[src/rtl/pipeline_3_memory.sv]
// Memory-access / writeback stage: performs loads and stores over a req/ready
// handshake, stalls upstream while busy, and drives the register-file write port.
module pipeline_3_memory #(
    parameter int unsigned ADDR_W  = 8,
    parameter int unsigned TIMEOUT = 15
) (
    input  logic              clk,
    input  logic              rst,
    input  logic [21:0]       control_in,
    input  logic [15:0]       result_in,
    input  logic [15:0]       data_Rd_in,
    input  logic [2:0]        num_Rd_in,
    output logic              stall_out,
    output logic              mem_req,
    output logic              mem_we,
    output logic [ADDR_W-1:0] mem_addr,
    output logic [15:0]       mem_wdata,
    input  logic              mem_ready,
    input  logic [15:0]       mem_rdata,
    output logic              wb_en,
    output logic [2:0]        wb_num,
    output logic [15:0]       wb_data,
    output logic              stage_fwd_valid,
    output logic [2:0]        stage_fwd_num,
    output logic [15:0]       stage_fwd_data,
    output logic              mem_err
);

    typedef enum logic {
        IDLE,
        REQ
    } state_t;

    localparam logic [7:0] LP_CNT_LAST = 8'(TIMEOUT - 1);

    state_t      r_state;
    state_t      w_state_nxt;
    logic [7:0]  r_cnt;
    logic [7:0]  w_cnt_nxt;

    logic [21:0] r_ctrl;
    logic [15:0] r_result;
    logic [15:0] r_data;
    logic [2:0]  r_rd;

    logic        r_wb_en;
    logic [2:0]  r_wb_num;
    logic [15:0] r_wb_data;
    logic        r_err;

    logic        w_is_mem;
    logic        w_stall;
    logic        w_req;
    logic        w_commit;
    logic        w_abort;
    logic        w_unused_ctrl;

    assign w_is_mem      = r_ctrl[1] | r_ctrl[2];
    assign w_unused_ctrl = ^r_ctrl[21:3];

    always_ff @(posedge clk) begin
        if (rst) begin
            r_state <= IDLE;
            r_cnt   <= '0;
        end else begin
            r_state <= w_state_nxt;
            r_cnt   <= w_cnt_nxt;
        end
    end

    // Ready is checked before the timeout, so a ready arriving on the last
    // permitted cycle still completes the access.
    always_comb begin
        w_state_nxt = r_state;
        w_cnt_nxt   = r_cnt;
        w_stall     = 1'b0;
        w_req       = 1'b0;
        w_commit    = 1'b0;
        w_abort     = 1'b0;
        case (r_state)
            IDLE: begin
                if (w_is_mem) begin
                    w_stall     = 1'b1;
                    w_state_nxt = REQ;
                    w_cnt_nxt   = '0;
                end else begin
                    w_commit = 1'b1;
                end
            end
            REQ: begin
                w_req   = 1'b1;
                w_stall = ~mem_ready;
                if (mem_ready) begin
                    w_commit    = 1'b1;
                    w_state_nxt = IDLE;
                end else if (r_cnt == LP_CNT_LAST) begin
                    w_abort     = 1'b1;
                    w_state_nxt = IDLE;
                end else begin
                    w_cnt_nxt = r_cnt + 8'd1;
                end
            end
            default: w_state_nxt = IDLE;
        endcase
    end

    always_ff @(posedge clk) begin
        if (rst) begin
            r_ctrl    <= '0;
            r_result  <= '0;
            r_data    <= '0;
            r_rd      <= '0;
            r_wb_en   <= 1'b0;
            r_wb_num  <= '0;
            r_wb_data <= '0;
            r_err     <= 1'b0;
        end else begin
            if (w_abort) begin
                r_ctrl   <= '0;
                r_result <= '0;
                r_data   <= '0;
                r_rd     <= '0;
            end else if (!w_stall) begin
                r_ctrl   <= control_in;
                r_result <= result_in;
                r_data   <= data_Rd_in;
                r_rd     <= num_Rd_in;
            end

            // An IDLE commit never has mem_read set, so the mux only selects
            // read data for completed loads.
            if (w_commit) begin
                r_wb_en   <= r_ctrl[0];
                r_wb_num  <= r_rd;
                r_wb_data <= r_ctrl[1] ? mem_rdata : r_result;
            end else if (w_abort) begin
                r_wb_en <= 1'b0;
                r_err   <= 1'b1;
            end
        end
    end

    assign stall_out       = w_stall;
    assign mem_req         = w_req;
    assign mem_we          = w_req & r_ctrl[2] & ~r_ctrl[1];
    assign mem_addr        = r_result[ADDR_W-1:0];
    assign mem_wdata       = r_data;
    assign wb_en           = r_wb_en;
    assign wb_num          = r_wb_num;
    assign wb_data         = r_wb_data;
    assign stage_fwd_valid = r_ctrl[0] & ~r_ctrl[1];
    assign stage_fwd_num   = r_rd;
    assign stage_fwd_data  = r_result;
    assign mem_err         = r_err;

endmodule

[config.mk]
export PLATFORM = sky130hd
export DESIGN_NAME = pipeline_3_memory
export DESIGN_NICKNAME = d
export VERILOG_FILES = /design/src/rtl/pipeline_3_memory.sv
export SDC_FILE = /design/constraint.sdc
export NUM_CORES = 1
export LEC_CHECK = 0
export BUFFER_PORTS_ARGS = -buffer_cell sky130_fd_sc_hd__buf_2
export CORE_MARGIN = 5
export CORE_UTILIZATION = 45
export CTS_CLUSTER_SIZE = 10
export DETAILED_ROUTE_END_ITERATION = 10
export PLACE_DENSITY = 0.89
export SLEW_MARGIN = 15
export SYNTH_ARGS = -nofsm -noshare
export SYNTH_HDL_FRONTEND = slang
export SYNTH_SLANG_ARGS = --single-unit
export TNS_END_PERCENT = 50
[constraint.sdc]
create_clock -name clk -period 1.9 [get_ports clk]
set_input_delay 0.285 -clock clk [delete_from_list [all_inputs] [get_ports clk]]
set_output_delay 0.285 -clock clk [all_outputs]
set_load 0.01 [all_outputs]
Yosys cells after proc, flatten, opt, wreduce, memory -nomap -nowiden
Index checks and enable logic that the tools add are counted.
Word-level totals
  bits of input ports: 76
  logic and storage cells: 46
  output and inout port bits: 68
  bits in registers: 68
Cells by class
  reductions and logical operators: 4
  multiplexer cells: 19
  bitwise operators: 8
  equality and inequality tests: 4
  add/subtract/negate cells: 1
Operators with widths (number)
  two-way mux 8 bit: 3
  two-way mux 16 bit: 1
  case mux 8 bit (2 select lines): 1
  two-way mux 1 bit: 11
  adder 8 x 1 -> 8 bit (second input constant): 1
  equality test 8 x 4 -> 1 bit (second input constant): 1
  != test 2 bit (second input constant): 3
  case mux 1 bit (2 select lines): 3
  NOT 1 bit: 4
  AND 1 bit: 3
  AND reduction 3 bit: 1
  AND reduction 2 bit: 1
  nonzero test 2 bit: 1
  OR reduction 2 bit: 1
  bitwise OR 1 bit: 1

Longest topological paths before layout
  depth after elaboration: 6
  depth in mapped cells: 8
  mapped depth without buffers: 6

Least setup slack after synthesis
OpenSTA, ideal clock, no wires.
  path type: register -> register
  start: register r_cnt[0]
  end: register r_cnt[7]
  setup time: 0.088 ns
  period minus slack after synthesis: 1.504 ns
  data required time: 1.812 ns
  path buffers: 1
  arrival: 1.416 ns
  cell stages (with the launch flop): 8
  setup slack: 0.396 ns
  cell sequence: dfxtp_1 > inv_1 > ha_1 > nand4b_2 > o41ai_2 > buf_6 > nand2_4 > a311oi_2
On the way
  word-level cells in the longest chain between the ends: 4
  elaborated cells on any way between the ends: 7
  classes of those cells: add/sub (1); eq/ne (2); mux (3); reduce/logical (1)
RTL lines
  from (decl): line 38  | logic [7:0] r_cnt;
  from (signal assigned): line 67  | r_cnt <= w_cnt_nxt;
  adder 8 x 1 -> 8 bit: line 100  | w_cnt_nxt = r_cnt + 8'd1;
  two-way mux 8 bit: line 96  | end else if (r_cnt == LP_CNT_LAST) begin
  two-way mux 8 bit: line 93  | if (mem_ready) begin
  case mux 8 bit (2 select lines): line 80  | case (r_state)
Several ways; a longest one is shown, not always the timed one. The select of a mux whose other input is x is not followed.
A chain may end at the register's enable or synchronous reset.

Worst setup path after layout
Ends and elaborated chain as after synthesis.

==> run_summary.xml <==
<?xml version="1.0" encoding="UTF-8"?>
<metrics>
  <group name="status">
    <metric name="outcome" unit="">complete, no violations</metric>
  </group>
  <group name="sta">
    <metric name="max_freq" unit="GHz">0.5714</metric>
    <metric name="post_route_setup_tns" unit="ns">0</metric>
    <metric name="setup_repair_after_global_routing_missed_its_margin" unit="">no</metric>
    <metric name="maxSlewHeadroom" unit="%">57.93</metric>
    <metric name="timing.final.ws_setup" unit="ns">0.1498</metric>
    <metric name="clock_skew" unit="ns">0.006483</metric>
    <metric name="minimum_hold_slack" unit="ns">0.1893</metric>
    <metric name="period_share" unit="%">92.12</metric>
    <metric name="number_of_endpoints_with_negative_hold_slack_in_the_final_report" unit="">0</metric>
    <metric name="finalSetupViolations" unit="">0</metric>
    <metric name="worst_slew_pin_slew" unit="ns">0.6298</metric>
    <metric name="timing.final.max_slew_violations" unit="">0</metric>
    <metric name="timing.final.crit_period" unit="ns">1.750</metric>
  </group>
  <group name="grt">
    <metric name="grt_pass1_wl" unit="mm">11.49</metric>
    <metric name="grt_pass1_vias" unit="">2595</metric>
    <metric name="grt_max_degree" unit="">49</metric>
    <metric name="global_route_usage_sum" unit="%">18.37</metric>
    <metric name="overflow" unit="">0</metric>
    <metric name="antenna_violations_before_repair" unit="">0</metric>
  </group>
  <group name="setup_path">
    <metric name="worstReg2RegEnd" unit="">r_cnt[7]$_SDFFE_PP0P_</metric>
    <metric name="timing_worst_setup_path_type" unit="">flop to flop</metric>
    <metric name="path_cells" unit="">inv_1 -&gt; ha_1 -&gt; nand4b_2 -&gt; o41ai_2 -&gt; buf_4 -&gt; nand2_4 -&gt; a311oi_2</metric>
    <metric name="cp_max_fo" unit="">11</metric>
    <metric name="arrival" unit="ns">1.99</metric>
    <metric name="critPathCaptureType" unit="">flop</metric>
    <metric name="r2r_setup_slack" unit="ns">0.15</metric>
    <metric name="max_stage_delay" unit="ns">0.37</metric>
    <metric name="r2r_cells" unit="">7</metric>
    <metric name="critical_path.endpoint" unit="">r_cnt[7]$_SDFFE_PP0P_</metric>
    <metric name="largest_delay_share_family_worst_path" unit="">compound AO/OA/AOI/OAI gates</metric>
    <metric name="critical_path_buf_inv_count" unit="">2</metric>
    <metric name="crit_path_start" unit="">r_cnt[0]$_SDFFE_PP0P_</metric>
    <metric name="cp.required" unit="ns">2.14</metric>
    <metric name="slowest_stage" unit="">sky130_fd_sc_hd__dfxtp_1</metric>
    <metric name="worst-path-stages" unit="">7</metric>
    <metric name="rr_startpoint" unit="">r_cnt[0]$_SDFFE_PP0P_</metric>
    <metric name="setup.worst_path.start_class" unit="">flop</metric>
  </group>
  <group name="place">
    <metric name="pre_cts_slack" unit="ns">0.2099</metric>
    <metric name="gp_congestion" unit="">0.8530</metric>
    <metric name="dp.final_hpwl" unit="mm">5.325</metric>
    <metric name="io_buffers" unit="">124</metric>
    <metric name="placed_area" unit="sq um">3458</metric>
  </group>
  <group name="yosys">
    <metric name="yosys.area.top_type_share" unit="%">48.01</metric>
    <metric name="synth_flop_cell" unit="">sky130_fd_sc_hd__dfxtp_1</metric>
    <metric name="synthesis.area" unit="sq um">2835</metric>
    <metric name="number_of_distinct_library_cell_variants_in_the_gate_level_netlist_after_synthesis" unit="">42</metric>
    <metric name="post_synth_main_area_contributors" unit="">sky130_fd_sc_hd__dfxtp_1 (48%), sky130_fd_sc_hd__nand2_1 (11%), sky130_fd_sc_hd__a21oi_1 (7.9%), sky130_fd_sc_hd__mux2i_1 (5.6%), sky130_fd_sc_hd__buf_4 (3.7%)</metric>
    <metric name="synth_area_leader_cell" unit="">sky130_fd_sc_hd__dfxtp_1</metric>
    <metric name="synth.yosys.seq_area_share" unit="%">48.01</metric>
    <metric name="post_synth.cell_area_avg" unit="sq um">8.644</metric>
    <metric name="ys_warn_count" unit="">0</metric>
    <metric name="synth_edf_count" unit="">0</metric>
    <metric name="postSynthNetCount" unit="">406</metric>
    <metric name="async_flop_share" unit="%">0</metric>
    <metric name="yosys_register_bits" unit="">68</metric>
    <metric name="number_of_standard_cells_after_synthesis" unit="">328</metric>
  </group>
  <group name="clock_tree">
    <metric name="clock_tree.buffer_depth" unit="">2</metric>
    <metric name="numCtsBuffers" unit="">9</metric>
    <metric name="tritoncts" unit="">built</metric>
    <metric name="cts_num_sinks" unit="">68</metric>
    <metric name="clk_transition_reported_paths" unit="ns">0.07</metric>
    <metric name="clkLatencyLatePin" unit="ns">0.33</metric>
    <metric name="ctsHtreeMaxLevel" unit="">3</metric>
    <metric name="post_cts_hold_buffer_count" unit="">0</metric>
    <metric name="cts.repair_timing.setup_buffer_count" unit="">0</metric>
    <metric name="clock-root-buffer" unit="">sky130_fd_sc_hd__clkbuf_8</metric>
  </group>
  <group name="die">
    <metric name="core.rowCount" unit="">29</metric>
    <metric name="floorplan.initialDensity" unit="%">45.43</metric>
    <metric name="boundaryPins" unit="">144</metric>
    <metric name="design.die.area" unit="sq um">7988</metric>
    <metric name="chipHeight" unit="um">89.38</metric>
    <metric name="fp.dieW" unit="um">89.38</metric>
    <metric name="core_area" unit="sq um">6241</metric>
  </group>
  <group name="route">
    <metric name="detailroute.via_count" unit="">2634</metric>
    <metric name="route.antenna.remaining_nets" unit="">0</metric>
    <metric name="detailedRoute.firstIterationViolations" unit="">118</metric>
    <metric name="drtPass1Iterations" unit="">4</metric>
    <metric name="routed_wire_length_per_instance" unit="um">14.04</metric>
    <metric name="routed_wirelength" unit="mm">7.344</metric>
    <metric name="drc" unit="">0</metric>
    <metric name="routed_via_density" unit="">5.036</metric>
  </group>
  <group name="finish">
    <metric name="layout_common_cells" unit="">sky130_fd_sc_hd__buf_2 (124), sky130_fd_sc_hd__nand2_1 (86), sky130_fd_sc_hd__dfxtp_1 (67)</metric>
    <metric name="layout-drive-gt1-share" unit="%">36.10</metric>
    <metric name="antennaDiodeCount" unit="">0</metric>
    <metric name="finish.utilization" unit="%">58.28</metric>
    <metric name="layout.nets" unit="">521</metric>
    <metric name="flow.area_growth_from_synthesis" unit="%">28.29</metric>
    <metric name="layout_commonest_cell" unit="">sky130_fd_sc_hd__buf_2</metric>
    <metric name="finish.instance_area" unit="sq um">3637</metric>
  </group>
  <group name="run">
    <metric name="max_cap_violation_count" unit="">0</metric>
  </group>
  <group name="hold_path">
    <metric name="hold_depth" unit="">3</metric>
    <metric name="class_of_the_most_critical_hold_timing_path" unit="">input pin to flop</metric>
  </group>
  <group name="pwr">
    <metric name="ir_drop" unit="mV">0.5817</metric>
    <metric name="power-per-cell-area" unit="nW/um^2">1054</metric>
    <metric name="p_leak" unit="nW">1.744</metric>
  </group>
</metrics>
[where the power goes]
part           leakage, nW  switching, mW  internal [mW]
Combinational         1.09          0.622          0.419
Sequential           0.561          0.113           1.62
Clock               0.0941          0.499          0.562
Total                 1.74           1.23           2.60
[stage by stage]
| step | total power [mW] | std cells |
|---|---|---|
| 2_1_floorplan | 2.452 | 328 |
| 3_3_place_gp | 2.772 | 509 |
| 3_5_place_dp | 2.808 | 509 |
| 4_1_cts | 3.889 | 523 |
| 5_1_grt | 4.087 | 523 |
| 6_report | 3.832 | 523 |
[layout make-up]
type / instances / area, sq um
fill: 532 / 2604
sequential: 68 / 1363
multi-input combinational: 224 / 1257
timing repair buffer: 134 / 720.7
clock buffer: 12 / 165.2
tap: 77 / 96.34
inverter: 6 / 25.02
clock inverter: 2 / 10.01
[registers in the layout (all words and copies together), names as in the netlist]
name and count:
mem_wdata 16, r_cnt 8, stage_fwd_data 16, wb_num 3, wb_en 1, r_ctrl 3
r_state 1, wb_data 16, stage_fwd_num 3, mem_err 1
[metal layers]
| metal | vias to the layer above | track usage, % | wire [um] |
|---|---|---|---|
| met5 | - | 0 | 0 |
| met4 | 0 | 10.83 | 151 |
| met3 | 12 | 4.240 | 543 |
| met2 | 92 | 31.08 | 3629 |
| met1 | 1192 | 21.06 | 3019 |
| li1 | 1338 | - | - |
[cell families after synthesis]
kind of cell,after synthesis,synth area share (%)
and+or+nand+nor,125,19.15
buffers and inverters,36,7.634
muxes,16,5.649
adders and majority gates,2,0.8825
DFF,68,48.01
AOI/OAI and AO/OA,81,18.67
[synthesized netlist by cell type, drive strengths merged (3+ instances only)]
cell type / count
clkbuf: 6
nor2: 22
inv: 6
dfxtp: 68
a211oi: 16
nand2: 87
buf: 24
mux2i: 16
a21oi: 45
o21ai: 3
and3: 4
[tightest hold or removal path: stages]
cell and delay (ns):
sky130_fd_sc_hd__buf_2 0.09, sky130_fd_sc_hd__nand2_1 0.04, sky130_fd_sc_hd__a21oi_1 0.05
[repair_timing]
item / 4_1_cts / 5_1_grt
setup endpoints to repair: 1 / 1
resized for setup: 1 / 1
endpoints found under the hold margin: 0 / 0
[worst min path at each step]
stage,from,slack [ns],end
3_3_place_gp,wb_num[0]$_SDFFE_PP0N_,0.43,wb_num[0]$_SDFFE_PP0N_
2_1_floorplan,data_Rd_in[0],0.42,mem_wdata[0]$_SDFFE_PP0N_
5_1_grt,data_Rd_in[13],0.19,mem_wdata[13]$_SDFFE_PP0N_
6_report,data_Rd_in[7],0.19,mem_wdata[7]$_SDFFE_PP0N_
3_5_place_dp,mem_wdata[15]$_SDFFE_PP0N_,0.44,mem_wdata[15]$_SDFFE_PP0N_
4_1_cts,data_Rd_in[7],0.17,mem_wdata[7]$_SDFFE_PP0N_
Power figures use the tool's default switching activity.
